<file path="src/rtl/character_motion_if.sv">
// Bundle between the input decoder, the motion controller and the sprite draw block.
// The decoder drives requests and floor level; the controller returns position and jump state.
interface character_motion_if #(
  parameter int POS_W = 12
);
  logic             left;
  logic             right;
  logic             jump;
  logic             respawn;
  logic [POS_W-1:0] ground_ypos;
  logic [POS_W-1:0] xpos;
  logic [POS_W-1:0] ypos;
  logic             facing_left;
  logic             jumping;
  logic             landed;

  modport master (
    output left, right, jump, respawn, ground_ypos,
    input  xpos, ypos, facing_left, jumping, landed
  );

  modport slave (
    input  left, right, jump, respawn, ground_ypos,
    output xpos, ypos, facing_left, jumping, landed
  );
endinterface

</file>
<file path="src/rtl/character_motion_ctl.sv">
// Per-character motion controller: tick-divided walking with screen clamps and a
// rise/fall jump FSM that tracks a variable ground level, with respawn.
module character_motion_ctl #(
  parameter int POS_W       = 12,
  parameter int CHAR_W      = 48,
  parameter int CHAR_H      = 64,
  parameter int INIT_XPOS   = 128,
  parameter int INIT_YPOS   = 672,
  parameter int X_MIN       = 0,
  parameter int X_MAX       = 1024,
  parameter int JUMP_HEIGHT = 61,
  parameter int JUMP_TICKS  = 1_400_000,
  parameter int MOVE_TICKS  = 250_000,
  parameter int AIR_CONTROL = 1
) (
  input logic               clk,
  input logic               rst,
  character_motion_if.slave bus
);
  localparam int MW = (MOVE_TICKS > 1) ? $clog2(MOVE_TICKS) : 1;
  localparam int JW = (JUMP_TICKS > 1) ? $clog2(JUMP_TICKS) : 1;

  localparam logic [1:0] IDLE = 2'd0;
  localparam logic [1:0] RISE = 2'd1;
  localparam logic [1:0] FALL = 2'd2;

  localparam logic [POS_W-1:0] X_LO   = POS_W'(X_MIN);
  localparam logic [POS_W-1:0] X_HI   = POS_W'(X_MAX - CHAR_W);
  localparam logic [POS_W-1:0] INIT_X = POS_W'(INIT_XPOS);
  localparam logic [POS_W-1:0] INIT_Y = POS_W'(INIT_YPOS);
  localparam logic [POS_W-1:0] JH     = POS_W'(JUMP_HEIGHT);

  logic [1:0]       state_reg, state_next;
  logic [POS_W-1:0] xpos_reg, xpos_next;
  logic [POS_W-1:0] ypos_reg, ypos_next;
  logic [POS_W-1:0] apex_reg, apex_next;
  logic             facing_reg, facing_next;
  logic             landed_reg, landed_next;
  logic             jump_q_reg;
  logic [MW-1:0]    move_cnt_reg, move_cnt_next;
  logic [JW-1:0]    jump_cnt_reg, jump_cnt_next;

  logic             move_tick, jump_tick, jump_req;
  logic [POS_W:0]   ypos_inc;

  always_comb begin
    move_tick     = (move_cnt_reg == MW'(MOVE_TICKS - 1));
    jump_tick     = (state_reg != IDLE) && (jump_cnt_reg == JW'(JUMP_TICKS - 1));
    jump_req      = bus.jump & ~jump_q_reg;
    ypos_inc      = {1'b0, ypos_reg} + 1'b1;
    state_next    = state_reg;
    xpos_next     = xpos_reg;
    ypos_next     = ypos_reg;
    apex_next     = apex_reg;
    facing_next   = facing_reg;
    landed_next   = 1'b0;
    move_cnt_next = move_tick ? '0 : move_cnt_reg + 1'b1;

    // Facing follows the request even when the position is pinned at a clamp.
    if (move_tick && (state_reg == IDLE || AIR_CONTROL != 0)) begin
      if (bus.left && !bus.right) begin
        facing_next = 1'b1;
        if (xpos_reg > X_LO) xpos_next = xpos_reg - 1'b1;
      end else if (bus.right && !bus.left) begin
        facing_next = 1'b0;
        if (xpos_reg < X_HI) xpos_next = xpos_reg + 1'b1;
      end
    end

    case (state_reg)
      IDLE: begin
        if (ypos_reg > bus.ground_ypos) begin
          ypos_next = bus.ground_ypos;
        end else if (ypos_reg < bus.ground_ypos) begin
          state_next = FALL;
        end else if (jump_req) begin
          state_next = RISE;
          apex_next  = (ypos_reg < JH) ? '0 : ypos_reg - JH;
        end
      end
      RISE: begin
        // Apex already reached (e.g. standing at y=0) turns around without decrementing.
        if (jump_tick) begin
          if (ypos_reg == apex_reg) begin
            state_next = FALL;
          end else begin
            ypos_next = ypos_reg - 1'b1;
            if (ypos_reg - 1'b1 == apex_reg) state_next = FALL;
          end
        end
      end
      FALL: begin
        if (jump_tick) begin
          if (ypos_inc >= {1'b0, bus.ground_ypos}) begin
            ypos_next   = bus.ground_ypos;
            state_next  = IDLE;
            landed_next = 1'b1;
          end else begin
            ypos_next = ypos_inc[POS_W-1:0];
          end
        end
      end
      default: state_next = IDLE;
    endcase

    if (state_next != state_reg || state_reg == IDLE || jump_tick) jump_cnt_next = '0;
    else                                                          jump_cnt_next = jump_cnt_reg + 1'b1;
  end

  always_ff @(posedge clk or posedge rst) begin
    if (rst) begin
      state_reg    <= IDLE;
      xpos_reg     <= INIT_X;
      ypos_reg     <= INIT_Y;
      apex_reg     <= '0;
      facing_reg   <= 1'b0;
      landed_reg   <= 1'b0;
      jump_q_reg   <= 1'b0;
      move_cnt_reg <= '0;
      jump_cnt_reg <= '0;
    end else if (bus.respawn) begin
      state_reg    <= IDLE;
      xpos_reg     <= INIT_X;
      ypos_reg     <= INIT_Y;
      apex_reg     <= '0;
      facing_reg   <= 1'b0;
      landed_reg   <= 1'b0;
      jump_q_reg   <= 1'b0;
      move_cnt_reg <= '0;
      jump_cnt_reg <= '0;
    end else begin
      state_reg    <= state_next;
      xpos_reg     <= xpos_next;
      ypos_reg     <= ypos_next;
      apex_reg     <= apex_next;
      facing_reg   <= facing_next;
      landed_reg   <= landed_next;
      jump_q_reg   <= bus.jump;
      move_cnt_reg <= move_cnt_next;
      jump_cnt_reg <= jump_cnt_next;
    end
  end

  assign bus.xpos        = xpos_reg;
  assign bus.ypos        = ypos_reg;
  assign bus.facing_left = facing_reg;
  assign bus.jumping     = (state_reg != IDLE);
  assign bus.landed      = landed_reg;
endmodule

</file>
<file path="src/flat_wrapper.sv">
// flat-port wrapper written by rule: the top's interface ports become plain ports
module character_motion_ctl_flat 
#(
  parameter int POS_W       = 12,
  parameter int CHAR_W      = 48,
  parameter int CHAR_H      = 64,
  parameter int INIT_XPOS   = 128,
  parameter int INIT_YPOS   = 672,
  parameter int X_MIN       = 0,
  parameter int X_MAX       = 1024,
  parameter int JUMP_HEIGHT = 61,
  parameter int JUMP_TICKS  = 1_400_000,
  parameter int MOVE_TICKS  = 250_000,
  parameter int AIR_CONTROL = 1
)
  (clk, rst, bus_left, bus_right, bus_jump, bus_respawn, bus_ground_ypos, bus_xpos, bus_ypos, bus_facing_left, bus_jumping, bus_landed);
  character_motion_if #(.POS_W(POS_W)) bus_i ();
  input logic clk;
  input logic rst;
  input wire logic [$bits(bus_i.left)-1:0] bus_left;
  input wire logic [$bits(bus_i.right)-1:0] bus_right;
  input wire logic [$bits(bus_i.jump)-1:0] bus_jump;
  input wire logic [$bits(bus_i.respawn)-1:0] bus_respawn;
  input wire logic [$bits(bus_i.ground_ypos)-1:0] bus_ground_ypos;
  output wire logic [$bits(bus_i.xpos)-1:0] bus_xpos;
  output wire logic [$bits(bus_i.ypos)-1:0] bus_ypos;
  output wire logic [$bits(bus_i.facing_left)-1:0] bus_facing_left;
  output wire logic [$bits(bus_i.jumping)-1:0] bus_jumping;
  output wire logic [$bits(bus_i.landed)-1:0] bus_landed;
  assign bus_i.left = bus_left;
  assign bus_i.right = bus_right;
  assign bus_i.jump = bus_jump;
  assign bus_i.respawn = bus_respawn;
  assign bus_i.ground_ypos = bus_ground_ypos;
  assign bus_xpos = bus_i.xpos;
  assign bus_ypos = bus_i.ypos;
  assign bus_facing_left = bus_i.facing_left;
  assign bus_jumping = bus_i.jumping;
  assign bus_landed = bus_i.landed;
  character_motion_ctl #(.POS_W(POS_W), .CHAR_W(CHAR_W), .CHAR_H(CHAR_H), .INIT_XPOS(INIT_XPOS), .INIT_YPOS(INIT_YPOS), .X_MIN(X_MIN), .X_MAX(X_MAX), .JUMP_HEIGHT(JUMP_HEIGHT), .JUMP_TICKS(JUMP_TICKS), .MOVE_TICKS(MOVE_TICKS), .AIR_CONTROL(AIR_CONTROL)) u_core (.clk(clk), .rst(rst), .bus(bus_i));
endmodule
</file>
<file path="config.mk">
export PLATFORM = sky130hd
export DESIGN_NAME = character_motion_ctl_flat
export DESIGN_NICKNAME = d
export VERILOG_FILES = /design/src/rtl/character_motion_if.sv /design/src/rtl/character_motion_ctl.sv /design/src/flat_wrapper.sv
export SDC_FILE = /design/constraint.sdc
export NUM_CORES = 1
export LEC_CHECK = 0
export CAP_MARGIN = 30
export CORE_UTILIZATION = 30
export DETAILED_ROUTE_END_ITERATION = 7
export GPL_ROUTABILITY_DRIVEN = 0
export SLEW_MARGIN = 20
export SYNTH_ARGS = -nofsm -noshare
export SYNTH_HDL_FRONTEND = slang
export SYNTH_SLANG_ARGS = --single-unit
</file>
<file path="constraint.sdc">
create_clock -name clk -period 5.7 [get_ports clk]
set_clock_uncertainty 0.05 [all_clocks]
set_input_delay 0.855 -clock clk [delete_from_list [all_inputs] [get_ports clk]]
set_output_delay 0.855 -clock clk [all_outputs]
set_load 0.005 [all_outputs]
</file>
==> impl_metrics.py, run 1 <==
metrics = {
    "status": {
        "status": "completed",
    },
    "layout": {
        "drive_gt1_share_pct": 6.10,
        "diodes": 0,
        "n_fill_cell": 2044,
        "nets": 777,
        "area_growth_pct": 15.3,
        "largest_reg_flops": 21,
    },
    "clock_network": {
        "cts_tree": "built",
        "cts_sinks": 80,
        "cts_buffers": 9,
        "cts-root-buf": "clkbuf_16",
        "clkTransAtPathRegs_ns": 0.07,
        "htree_levels": 3,
        "ctsHoldBuffers": 0,
        "cts_resized": 0,
        "clockBufferDepth": 2,
        "post_cts_buffers": 0,
        "clock_latency_ns": 0.34,
    },
    "synthesis": {
        "yosysUniqueCellTypes": 70,
        "synth_area_sq_um": 5970,
        "ys_async_sr_fraction_pct": 100,
        "synthDominantCellAreaShare_pct": 31.8,
        "synth_warnings": 0,
        "yosys.area.top_type": "dfrtp_1",
        "yosysSeqAreaShare_pct": 33.6,
        "syn_nets": 754,
        "synth-seq-cells": 80,
        "synth-edff-count": 0,
        "synth_common_cells": "nor2_1, dfrtp_1, nand2_1, xnor2_1, xor2_1",
        "synth_cells": 693,
        "syn_avg_cell_area_sq_um": 8.62,
        "synth.most_common_cell": "nor2_1",
        "ys_top_cells_by_area": "dfrtp_1, ha_1, xnor2_1",
        "synth_ff_type": "dfrtp_1",
    },
    "die": {
        "io_pins": 45,
        "chipWidth_um": 143,
        "die-area_sq_um": 20500,
        "initial_utilization_pct": 30.7,
        "rows": 51,
        "die_y_um": 143,
        "core-area_sq_um": 19500,
    },
    "timing": {
        "worst_pin_slew_ns": 1.07,
        "slew_headroom_pct": 28.6,
        "rsz0062_at_grt": "no",
        "fin_crit_sh_pct": 70.6,
        "setup_tns_ns": 0,
        "final-hold-violation-count": 0,
        "worst_hold_slack_ns": 0.400,
        "maxSlewViolCount": 0,
        "setup_viol": 0,
        "min_period_ns": 4.03,
        "fmax_ghz": 0.248,
    },
    "routing": {
        "routed-via-count": 5050,
        "drt-pass1-iter-count": 5,
        "detail-route-antenna-nets": 0,
        "drt_iter0_markers": 405,
        "routed_wl_mm": 15.2,
        "wire_per_inst_um": 15.4,
        "via_per_inst": 5.12,
        "drc": 0,
    },
    "power_and_ir_drop": {
        "p_sw_mw": 1.05,
        "p_comb_share_pct": 44.0,
        "ir_drop_mv": 0.264,
        "power.leakage_nw": 2.79,
        "switching_share_pct": 42.5,
        "pwr-share-clk_pct": 23.9,
        "p_per_area_nw_per_um2": 358,
        "p_seq_share_pct": 32.1,
        "intPower_mw": 1.42,
    },
    "grt": {
        "grt_max_degree": 50,
        "grt_pass1_vias": 4815,
        "antenna_found_initial": 0,
        "grt_usage_pct": 15.7,
        "overflow": 0,
        "grt_pass1_wl_mm": 25.1,
    },
    "placed_design": {
        "numPortBuffers": 44,
        "dpl.hpwl_mm": 11.0,
    },
    "hold_path": {
        "hold_class": "reg -> reg",
    },
    "critical_path": {
        "start_kind": "register",
        "path_class": "reg -> reg",
        "r2r_slack_ns": 1.67,
        "end_kind": "register",
        "cp.arrival_ns": 4.21,
        "critPathMaxFanout": 22,
        "critical_path_required_ns": 5.89,
    },
    "job": {
        "drv_cap": 0,
    },
}
## final cells by class
type                       count  area [sq um]  share of cell area [%]
sequential                    80          2010                    29.1
clock buffer                  10           229                    3.32
tap                          265           332                    4.81
multi-input combinational    549          3670                    53.3
timing repair buffer          50           483                    7.01
inverter                      26          98.8                    1.44
clock inverter                 6          67.6                   0.981
## stage by stage
step	setup WS [ns]	cells	power (mW)	area, sq um	util, %
floorplan	2.31	693	1.56	5970	-
global placement	1.72	968	1.86	6580	33.8
detailed placement	1.74	969	1.86	6590	33.8
CTS	1.77	985	2.46	6880	35.4
global route	1.36	986	2.63	6890	35.4
finish	1.67	986	2.47	6890	35.4
## power groups by stage
stage / Combinational (mW) / Sequential, mW / Clock (mW)
floorplan: 0.892 / 0.668 / 0
global placement: 1.06 / 0.799 / 0
detailed placement: 1.06 / 0.800 / 0
CTS: 1.07 / 0.789 / 0.601
global route: 1.19 / 0.808 / 0.626
finish: 1.09 / 0.792 / 0.590
## logic make-up after synthesis
| group | Yosys count | share of synthesized area, % |
|---|---|---|
| simple gates | 267 | 21.6 |
| compound gates | 138 | 15.7 |
| xor+xnor | 90 | 13.2 |
| flops | 80 | 33.6 |
| buf+inv | 64 | 4.92 |
| fa+ha+maj | 43 | 9.13 |
| mux | 11 | 1.84 |
## critical path, stage by stage, from the launching register on
cell and delay [ns]:
dfrtp_1 0.79, and4_1 0.31, and2_1 0.23, nand3_1 0.12, xnor2_1 0.23, ha_1 0.29
a21o_1 0.18, a21o_1 0.17, a31oi_1 0.25, o21a_1 0.43, o21ai_1 0.39, a211oi_1 0.35
a31oi_1 0.11
## layout by cell type, fill, tap and decap left out, types with 25 or more instances in the layout
cell and instances:
nand2_1 57, xnor2_1 46, inv_1 25, ha_1 42, dfrtp_1 76, o21ai_0 27
xor2_1 44, clkdlybuf4s50_1 44, a21oi_1 32, nand3_1 30, nor2_1 91
## final timing paths
check                      cells past startpoint                               end                        startpoint
max in group asynchronous                      3    u_core.apex_reg[4]$_DFFE_PP0P_                               rst
max                                           12    u_core.bus.ypos[9]$_DFFE_PP1P_    u_core.bus.ypos[2]$_DFFE_PP0P_
max reg2reg                                   12    u_core.bus.ypos[9]$_DFFE_PP1P_    u_core.bus.ypos[2]$_DFFE_PP0P_
min                                            1  u_core.jump_cnt_reg[0]$_DFF_PP0_  u_core.jump_cnt_reg[0]$_DFF_PP0_
min reg2reg                                    1  u_core.jump_cnt_reg[0]$_DFF_PP0_  u_core.jump_cnt_reg[0]$_DFF_PP0_
min in group asynchronous                      2    u_core.bus.xpos[4]$_DFFE_PP0P_                               rst
## metal layers
metal | global-route usage (%) | up-vias | wire (um)
li1 | - | 2502 | -
met1 | 21.8 | 2421 | 7510
met2 | 24.9 | 115 | 6930
met3 | 2.82 | 12 | 614
met4 | 4.19 | 0 | 138
met5 | 0 | - | 0
(Power assumes the default switching activity.)
==> inputs of run 2 (changes only) <==
==> constraint.sdc (replaced) <==
create_clock -name clk -period 3.41 [get_ports clk]
set_clock_uncertainty 0.05 [all_clocks]
set_input_delay 0.5115 -clock clk [delete_from_list [all_inputs] [get_ports clk]]
set_output_delay 0.5115 -clock clk [all_outputs]
set_load 0.005 [all_outputs]
==> impl_metrics.py, run 2 (synthesis gave the netlist of run 1 again) <==
metrics = {
    "status": {
        "status": "completed",
    },
    "timing": {
        "fmax_ghz": 0.304,
        "final-hold-violation-count": 0,
        "setup_viol": 0,
        "setup_tns_ns": 0,
        "worst_pin_slew_ns": 0.737,
        "min_period_ns": 3.29,
        "maxSlewViolCount": 0,
        "slew_headroom_pct": 50.5,
        "fin_crit_sh_pct": 96.5,
        "rsz0062_at_grt": "no",
    },
    "clock_network": {
        "clock_latency_ns": 0.35,
        "ctsHoldBuffers": 0,
        "clkTransAtPathRegs_ns": 0.07,
        "cts-root-buf": "clkbuf_16",
        "cts_tree": "built",
        "post_cts_buffers": 0,
        "cts_resized": 1,
        "cts_sinks": 80,
        "cts_buffers": 9,
        "clockBufferDepth": 2,
        "htree_levels": 3,
    },
    "routing": {
        "via_per_inst": 5.21,
        "routed-via-count": 5371,
        "routed_wl_mm": 16.4,
        "drt_iter0_markers": 323,
        "drc": 0,
        "wire_per_inst_um": 15.9,
        "detail-route-antenna-nets": 0,
        "drt-pass1-iter-count": 5,
    },
    "hold_path": {
        "whs_endpoint": "u_core.jump_cnt_reg[0]$_DFF_PP0_",
        "holdPathStages": 1,
        "hold_class": "reg -> reg",
        "hold_start": "u_core.jump_cnt_reg[0]$_DFF_PP0_",
    },
    "power_and_ir_drop": {
        "power.leakage_nw": 3.02,
        "p_per_area_nw_per_um2": 615,
        "ir_drop_mv": 0.337,
        "total_power_mw": 4.45,
    },
    "critical_path": {
        "cp.arrival_ns": 3.48,
        "start_kind": "register",
        "slowest_stage": "dfstp_2",
        "r2r-start": "u_core.bus.ypos[5]$_DFFE_PP1P_",
        "critPathMaxFanout": 8,
        "cp_common_cell": "a21o_1",
        "path_class": "reg -> reg",
        "end_kind": "register",
        "r2r_slack_ns": 0.12,
        "rr_worst_depth": 13,
        "r2r-end": "u_core.bus.ypos[2]$_DFFE_PP0P_",
        "crit_family": "compound AO/OA/AOI/OAI gates",
        "path_buf_inv": 1,
        "critical_path_required_ns": 3.60,
        "critPathMaxStageDelay_ns": 0.54,
        "crit_chain": "and4_1 -> and2_4 -> nand3_1 -> xnor2_2 -> ha_1 -> a21o_1 -> a21o_1 -> a31oi_2 -> o21a_1 -> buf_4 -> mux2i_1 -> o221ai_1 -> a32o_1",
    },
    "placed_design": {
        "dpl.hpwl_mm": 12.2,
        "postPlaceCellArea_sq_um": 6930,
        "numPortBuffers": 44,
    },
    "die": {
        "chipWidth_um": 143,
        "die_y_um": 143,
        "core-area_sq_um": 19500,
        "rows": 51,
        "io_pins": 45,
        "die-area_sq_um": 20500,
        "initial_utilization_pct": 30.7,
    },
    "layout": {
        "multi_input_area_sq_um": 3690,
        "drive_gt1_share_pct": 12.0,
        "ff_latch_area_sq_um": 2010,
        "layout.cells.most_common": "nor2_1",
        "diodes": 0,
        "largest_reg_flops": 21,
        "n_fill_cell": 2009,
        "area_growth_pct": 21.4,
        "design_area_sq_um": 7250,
        "nets": 821,
        "final_cell_mix": "nor2_1, dfrtp_1, nand2_1",
        "final_util_pct": 37.2,
    },
    "grt": {
        "antenna_found_initial": 0,
        "grt_max_degree": 36,
        "grt_pass1_wl_mm": 27.0,
        "grt_usage_pct": 16.8,
        "overflow": 0,
        "grt_pass1_vias": 5225,
    },
    "job": {
        "drv_cap": 0,
    },
}
-- run 2: cell count changes in the layout (fill, tap and decap cells not counted), sizes merged --
cell      before  now
clkbuf        10   13
clkinvlp       2    1
bufinv         1    0
buf            6   50
inv           26   25
-- run 2: area by class of cell --
| cell class | count | area share, % |
|---|---|---|
| Multi-Input combinational cell | 549 | 50.9 |
| Timing Repair Buffer | 94 | 11.4 |
| Tap cell | 265 | 4.57 |
| Clock inverter | 3 | 0.345 |
| Sequential cell | 80 | 27.7 |
| Inverter | 26 | 1.36 |
| Clock buffer | 13 | 3.73 |
-- run 2: worst max path at each step --
stage / startpoint / to / slack, ns / cells past startpoint
after floorplan: u_core.bus.ypos[5]$_DFFE_PP1P_ / u_core.bus.ypos[0]$_DFFE_PP0P_ / 0.02 / 16
final: u_core.bus.ypos[5]$_DFFE_PP1P_ / u_core.bus.ypos[2]$_DFFE_PP0P_ / 0.12 / 13
after detailed placement: u_core.bus.ypos[5]$_DFFE_PP1P_ / u_core.bus.ypos[11]$_DFFE_PP0P_ / -0.02 / 13
after global routing: u_core.bus.ypos[5]$_DFFE_PP1P_ / u_core.bus.ypos[2]$_DFFE_PP0P_ / 0.007 / 13
after global placement: u_core.bus.ypos[5]$_DFFE_PP1P_ / u_core.bus.ypos[11]$_DFFE_PP0P_ / -0.02 / 13
after CTS: u_core.bus.ypos[5]$_DFFE_PP1P_ / u_core.bus.ypos[2]$_DFFE_PP0P_ / 0.02 / 13
-- run 2: metrics by stage --
stage               worst slack (ns)  std cells  hold slack, ns
global placement             -0.0208       1012           0.391
global route                 0.00708       1030           0.431
finish                         0.121       1030           0.411
CTS                           0.0184       1029           0.410
floorplan                     0.0153        693           0.372
detailed placement           -0.0153       1013           0.401
-- run 2: power by group --
group,total [mW],switching [mW],internal [mW]
sequential,1.11,0.0755,1.03
combinational,2.38,1.36,1.02
clock,0.967,0.411,0.556
-- run 2: routing by layer --
| layer | share of wire, % | GRT usage, % |
|---|---|---|
| met1 | 48 | 22.3 |
| met2 | 46 | 27.2 |
| met3 | 4.7 | 3.29 |
| met4 | 1.6 | 5.32 |
| met5 | 0 | 0 |
==> inputs of run 3 (changes only) <==
--- a/config.mk
+++ b/config.mk
@@ -8,7 +8,6 @@
 export CAP_MARGIN = 30
 export CORE_UTILIZATION = 30
 export DETAILED_ROUTE_END_ITERATION = 7
-export GPL_ROUTABILITY_DRIVEN = 0
 export SLEW_MARGIN = 20
 export SYNTH_ARGS = -nofsm -noshare
 export SYNTH_HDL_FRONTEND = slang
==> results of run 3 <==
The final DEF is identical to that of run 2; final timing and power are the same.
